File: src/rtl/sha256_w_sched_iter_ctrl.sv
// rtl/sha256_w_sched_iter_ctrl.sv - iterative SHA-256 message schedule streamer
// Optional: W15_CONST_EN forces W14/W15 to the 640-bit double-SHA length padding.
module sha256_w_sched_iter_ctrl #(
    parameter int NUM_WORDS = 64,
    parameter int CNT_W     = 16
) (
    input  logic             CLK,
    input  logic             RST,
    input  logic             flush,
    input  logic             blk_valid,
    output logic             blk_ready,
    input  logic [511:0]     blk_in,
    output logic             w_valid,
    input  logic             w_ready,
    output logic [31:0]      w_word,
    output logic [5:0]       w_idx,
    output logic             w_last,
    output logic             done,
    output logic [CNT_W-1:0] job_cnt
);

    typedef enum logic {IDLE, STREAM} state_t;

    localparam logic [5:0] LAST_IDX = 6'(NUM_WORDS - 1);
    localparam logic [6:0] NUM_W7   = 7'(NUM_WORDS);

    state_t            state_q, state_d;
    logic [31:0]       window_q [16];
    logic [31:0]       window_d [16];
    logic [5:0]        t_q, t_d;
    logic              w_valid_q, w_valid_d;
    logic              w_last_q, w_last_d;
    logic              done_q, done_d;
    logic [CNT_W-1:0]  job_cnt_q, job_cnt_d;
    logic [31:0]       s0_term;
    logic [31:0]       next_w;
    logic              hs;

    function automatic logic [31:0] sig0(input logic [31:0] x);
        sig0 = {x[6:0], x[31:7]} ^ {x[17:0], x[31:18]} ^ {3'b000, x[31:3]};
    endfunction

    function automatic logic [31:0] sig1(input logic [31:0] x);
        sig1 = {x[16:0], x[31:17]} ^ {x[18:0], x[31:19]} ^ {10'd0, x[31:10]};
    endfunction

`ifdef W15_CONST_EN
    // At t==14 window[1] holds the forced W15 = 0x280, whose sigma0 is fixed.
    assign s0_term = (t_q == 6'd14) ? 32'h00A00055 : sig0(window_q[1]);
`else
    assign s0_term = sig0(window_q[1]);
`endif

    assign next_w = ((7'({1'b0, t_q}) + 7'd16) < NUM_W7)
                  ? sig1(window_q[14]) + window_q[9] + s0_term + window_q[0]
                  : 32'd0;

    assign hs        = w_valid_q && w_ready;
    assign blk_ready = (state_q == IDLE) && !flush && !RST;

    always_comb begin
        state_d   = state_q;
        window_d  = window_q;
        t_d       = t_q;
        w_valid_d = w_valid_q;
        w_last_d  = w_last_q;
        done_d    = 1'b0;
        job_cnt_d = job_cnt_q;
        if (flush) begin
            state_d   = IDLE;
            w_valid_d = 1'b0;
            w_last_d  = 1'b0;
        end else if (state_q == IDLE) begin
            if (blk_valid) begin
                for (int i = 0; i < 16; i++) begin
                    window_d[i] = blk_in[511 - 32*i -: 32];
                end
`ifdef W15_CONST_EN
                window_d[14] = 32'h00000000;
                window_d[15] = 32'h00000280;
`endif
                t_d       = 6'd0;
                w_valid_d = 1'b1;
                w_last_d  = 1'b0;
                state_d   = STREAM;
            end
        end else if (hs) begin
            if (t_q == LAST_IDX) begin
                state_d   = IDLE;
                w_valid_d = 1'b0;
                w_last_d  = 1'b0;
                done_d    = 1'b1;
                job_cnt_d = job_cnt_q + 1'b1;
            end else begin
                for (int i = 0; i < 15; i++) begin
                    window_d[i] = window_q[i+1];
                end
                window_d[15] = next_w;
                t_d          = t_q + 6'd1;
                w_last_d     = ((t_q + 6'd1) == LAST_IDX);
            end
        end
    end

    always_ff @(posedge CLK) begin
        if (RST) begin
            state_q   <= IDLE;
            for (int i = 0; i < 16; i++) begin
                window_q[i] <= 32'd0;
            end
            t_q       <= 6'd0;
            w_valid_q <= 1'b0;
            w_last_q  <= 1'b0;
            done_q    <= 1'b0;
            job_cnt_q <= '0;
        end else begin
            state_q   <= state_d;
            window_q  <= window_d;
            t_q       <= t_d;
            w_valid_q <= w_valid_d;
            w_last_q  <= w_last_d;
            done_q    <= done_d;
            job_cnt_q <= job_cnt_d;
        end
    end

    assign w_valid = w_valid_q;
    assign w_word  = window_q[0];
    assign w_idx   = t_q;
    assign w_last  = w_last_q;
    assign done    = done_q;
    assign job_cnt = job_cnt_q;

endmodule

File: config.mk
export PLATFORM = sky130hd
export DESIGN_NAME = sha256_w_sched_iter_ctrl
export DESIGN_NICKNAME = d
export VERILOG_FILES = /design/src/rtl/sha256_w_sched_iter_ctrl.sv
export SDC_FILE = /design/constraint.sdc
export NUM_CORES = 1
export LEC_CHECK = 0
export BUFFER_PORTS_ARGS = -buffer_cell sky130_fd_sc_hd__buf_2
export CORE_UTILIZATION = 55
export CTS_CLUSTER_DIAMETER = 60
export DETAILED_ROUTE_END_ITERATION = 10
export PLACE_DENSITY = 0.8
export SLEW_MARGIN = 0
export SYNTH_ARGS = -nofsm -noshare
export SYNTH_HDL_FRONTEND = slang
export SYNTH_SLANG_ARGS = --single-unit
File: constraint.sdc
create_clock -name CLK -period 5.1 [get_ports CLK]
set_input_delay 0.255 -clock CLK [delete_from_list [all_inputs] [get_ports CLK]]
set_output_delay 0.255 -clock CLK [all_outputs]
set_load 0.01 [all_outputs]
Word level (Yosys, flattened, before mapping)
Index checks and enable logic that the tools add are counted. W data, S select, Z words.

Add/subtract/negate cells: 6. $lt $le $gt $ge: 1. Equal/unequal tests: 5. Mux-type cells: 22. Bitwise operators: 7. Reductions and logical operators: 12.

Operators by type and width (count): $mux W512 (4); $add A32 B32 Y32 (3); $xor A32 B32 Y32 (2); $mux W32 (1); $xor A32 B22 Y32 (1); $xor A32 B29 Y32 (1); $mux W6 (4); $add A16 B1 Y16 const B (1); $mux W1 (13); $eq A6 B6 Y1 const B (2); $reduce_and A4 Y1 (2); $add A6 B5 Y7 const B (1); $lt A7 B7 Y1 const B (1); $add A6 B1 Y6 const B (1); $ne A2 B1 Y1 const B (2); $reduce_or A4 Y1 (1); $logic_and A1 B1 Y1 (3); $not A1 Y1 (3); $reduce_and A3 Y1 (1); $logic_not A1 Y1 (2); $ne A2 B2 Y1 const B (1); $reduce_and A2 Y1 (1); $reduce_bool A2 Y1 (1); $reduce_or A2 Y1 (1).

Register bits: 538. Bits of input ports: 517. Output and inout bits: 58.

Longest topological paths before layout
Word-level depth: 9. Depth in mapped cells: 19. Mapped depth without buffers: 18.

Worst setup path after synthesis
OpenSTA, ideal clock, no wires.

Path type: register to register. Start: reg window_q[456] in the netlist's numbering. End: reg window_q[29] in the netlist's numbering. Library setup time: 0.091 ns. Arrival: 3.741 ns. Data required time: 5.009 ns. Setup slack: 1.268 ns. Stages on the path, launching flop included: 19. Buffers on the path: 1. Cells stage by stage: dfxtp_1 -> clkbuf_1 -> xor2_1 -> xnor2_1 -> fa_1 -> fa_1 -> inv_1 -> ha_1 -> inv_1 -> fa_1 -> nor2b_1 -> o31a_1 -> o21a_1 -> o211ai_2 -> nand3_2 -> a31oi_4 -> o21ai_0 -> xnor2_1 -> a311oi_1.

Word-level cells in the longest chain between the ends: 8.

RTL lines: start, declared (line 28) `logic [31:0] window_q [16];`; start signal, assigned (line 118) `window_q <= window_d;`; $xor A32 B32 Y32 (line 40) `sig0 = {x[6:0], x[31:7]} ^ {x[17:0], x[31:18]} ^ {3'b000, x[31:3]};`; $xor A32 B29 Y32 (*) (line 40); $add A32 B32 Y32 (*) (2 in series) (line 55) `? sig1(window_q[14]) + window_q[9] + s0_term + window_q[0]`; $mux W32 (*) (line 55); $mux W512 (*) (line 88) `if (t_q == LAST_IDX) begin`; $mux W512 (*) (line 87) `end else if (hs) begin`; $mux W512 (*) (line 73) `end else if (state_q == IDLE) begin`.

Mark *: on every way between the ends. The rest lies on a longest branch, timed or not. The select of a mux whose other input is x is not followed. A chain may end at the register's enable or synchronous reset.

Final worst setup path
Same ends and word-level chain as after synthesis.

==> flow_summary.toml <==
[pwr]
leakage_nw = 14.4
power.switching_mw = 4.22
switching_share = 0.328
finalPower_mw = 12.9
comb_power_share = 0.280
intPower_mw = 8.66
p_per_area_mw_per_mm2 = 357
peakVddDrop_v = 0.000275
clock_power_share = 0.348
p_seq_frac = 0.372

[timing]
fin_crit_ns = 4.19
period_share = 0.822
final.setup.worst_slack_ns = 0.910
relSlewSlack = 0.264
setup_viol = 0
slew_viol_final = 0
worst_pin_slew_ns = 1.10
fmax_mhz = 239
rsz0062_at_grt = "false"
final.setup.tns_ns = 0
skew_ns = 0.0331
hold_violations = 0

[synthesis]
muxShareOfSynthArea = 0.173
synth.top_cell.area_share = 0.386
synth-async-reset-ratio = 0
synthAdderAreaFrac = 0.0597
synth_compound_area_frac = 0.164
ys_top_cells_by_count = "nor2_1 (550), dfxtp_1 (538), a211oi_1 (487)"
synth_nets = 3614
ys_ff_latch = 538
synth_top_family_by_area = "multiplexers"
synth_warnings = 0
synth-simple-area-share = 0.0981
synth_xor_area_frac = 0.0508
synth_edf_count = 0
synth_ff_type = "dfxtp_1"
synth_most_common_cell = "nor2_1"
yosys.area.top_type = "dfxtp_1"
synth_top_cells_by_area = "dfxtp_1 (39%), mux2i_1 (17%), a211oi_1 (13%), nor2_1 (7.4%), fa_1 (4.4%)"
syn_inst = 3001
synth.distinct_cells = 55
synth_area_per_cell_um2 = 9.31
syn-cell-area_mm2 = 0.0279
synth-seq-area-share = 0.386

[die]
start_util = 0.557
dieArea_mm2 = 0.0517
die_h_um = 227
row_count = 82
coreArea_mm2 = 0.0502
ios = 575
die_x_um = 227

[global_routing]
grt_pass1_vias = 25300
overflow = 0
antenna_found_initial = 19
grt_use_total = 0.395
grt_max_degree = 153
grt_pass1_wl_um = 152000

[layout]
final_util = 0.719
final_cells = 4430
syn2layout_area_growth_pct = 29.2
nNetsFinal = 4310
drive_gt1_frac = 0.197

[clock_tree]
ctsResizeCount = 0
h-tree-depth = 2
numCtsBuffers = 58
cts_tree = "done"
clockRootBuffer = "clkbuf_16"
cts.clk_slew.worst_paths_ns = 0.06
clock_latency_ns = 0.64
cts_max_path_buffers = 3
cts_hold_buf = 324
clock_sinks = 538
cts_setup_buffers = 0

[detailed_routing]
vias_per_cell = 5.89
drt_pass1_iterations = 5
drtAntennaViolNets = 0
drc = 0
first_iter_violations = 2594
wirelength_um = 107000
vias = 26100
routedWlPerCell_um = 24.1

[placement]
dp_hpwl_um = 72500
pre_cts_slack_ns = 0.946
placedCellCount = 3985
gp_congestion = 0.952
io_buffers = 574

[worst_setup_path]
critPathMaxFanout = 5
arrival_ns = 4.73
rr_worst_depth = 17
crit_path_start_kind = "flip-flop"
path_class = "reg -> reg"
end_kind = "flip-flop"
required_ns = 5.64

[flow_run]
drv_cap = 0

[worst_hold_path]
min_path_cells = 3
hold_path_class = "in -> reg"

[run_status]
status = "finished clean"
==> metrics by stage <==
step / instance area, um^2 / hold slack (ns)
finish: 36100 / 0.00831
global route: 36100 / 0.0135
CTS: 36000 / 0.00000477
detailed placement: 30800 / 0.485
global placement: 30800 / 0.484
floorplan: 27900 / 0.365
==> worst max-delay path, cell delays in order, from the launching register on <==
cell	delay, ns
dfxtp_1	0.47
xor2_1	0.21
xnor2_1	0.19
fa_1	0.48
fa_1	0.50
inv_1	0.04
ha_1	0.20
inv_1	0.09
fa_1	0.21
nor2b_1	0.07
o31a_1	0.28
o21a_1	0.21
o211ai_2	0.20
nand3_2	0.18
a31oi_4	0.26
o21ai_0	0.12
xnor2_1	0.15
a311oi_1	0.24
==> metal layers <==
metal	part of all wire	track usage	wire, um
met1	0.38	0.483	41000
met4	0.074	0.279	7920
met2	0.44	0.608	47200
met5	0.00097	0	104
met3	0.099	0.0972	10500
==> area by class of cell <==
cell class,instances,area [um^2]
Sequential cell,538,10800
Clock buffer,78,1660
Inverter,130,488
Timing Repair Buffer,938,6660
Multi-Input combinational cell,2031,15300
Fill cell,3491,14100
Clock inverter,26,355
Tap cell,672,841
Antenna cell,17,42.5
==> power groups by stage <==
stage / Combinational (mW) / Sequential [mW] / Clock (mW)
finish: 3.60 / 4.80 / 4.49
global route: 3.89 / 4.81 / 4.67
CTS: 3.51 / 4.77 / 4.49
detailed placement: 3.28 / 4.86 / 0
global placement: 3.27 / 4.85 / 0
floorplan: 2.35 / 4.71 / 0
==> final timing paths <==
| kind | startpoint | endpoint | slack, ns |
|---|---|---|---|
| worst max-delay path | window_q[456] | window_q[29] | 0.91 |
| worst min register to register | window_q[169] | window_q[169] | 0.50 |
| worst max register to register | window_q[456] | window_q[29] | 0.91 |
| worst min-delay path | blk_in[441] | window_q[441] | 0.008 |
==> cells in the final DEF (no fill, tap or decap), types with 30 or more instances in the layout <==
| master | count |
|---|---|
| nor3_1 | 30 |
| clkbuf_16 | 59 |
| a211oi_1 | 487 |
| buf_2 | 573 |
| fa_1 | 62 |
| a21oi_1 | 34 |
| dfxtp_1 | 537 |
| xor2_1 | 77 |
| ha_1 | 34 |
| xnor2_1 | 85 |
| dlygate4sd3_1 | 324 |
| mux2i_1 | 484 |
| nor2_1 | 550 |
| nand2_1 | 32 |
| inv_1 | 130 |
==> state kept, by name, summed over array words and instances (netlist names) <==
name and count:
job_cnt 16, w_last 1, done 1, state_q 1, w_idx 6, w_valid 1, window_q 480, w_word 32
==> cell families (layout without fill, tap and decap cells) <==
family	after synthesis	after routing
and+or+nand+nor	672	672
AOI/OAI and AO/OA	617	617
DFF	538	538
muxes	484	484
buffers and inverters	432	1172
xor gates and xnor gates	162	162
adders and majority gates	96	96
other	0	17
Note: power is estimated with default switching activity, not from simulation.
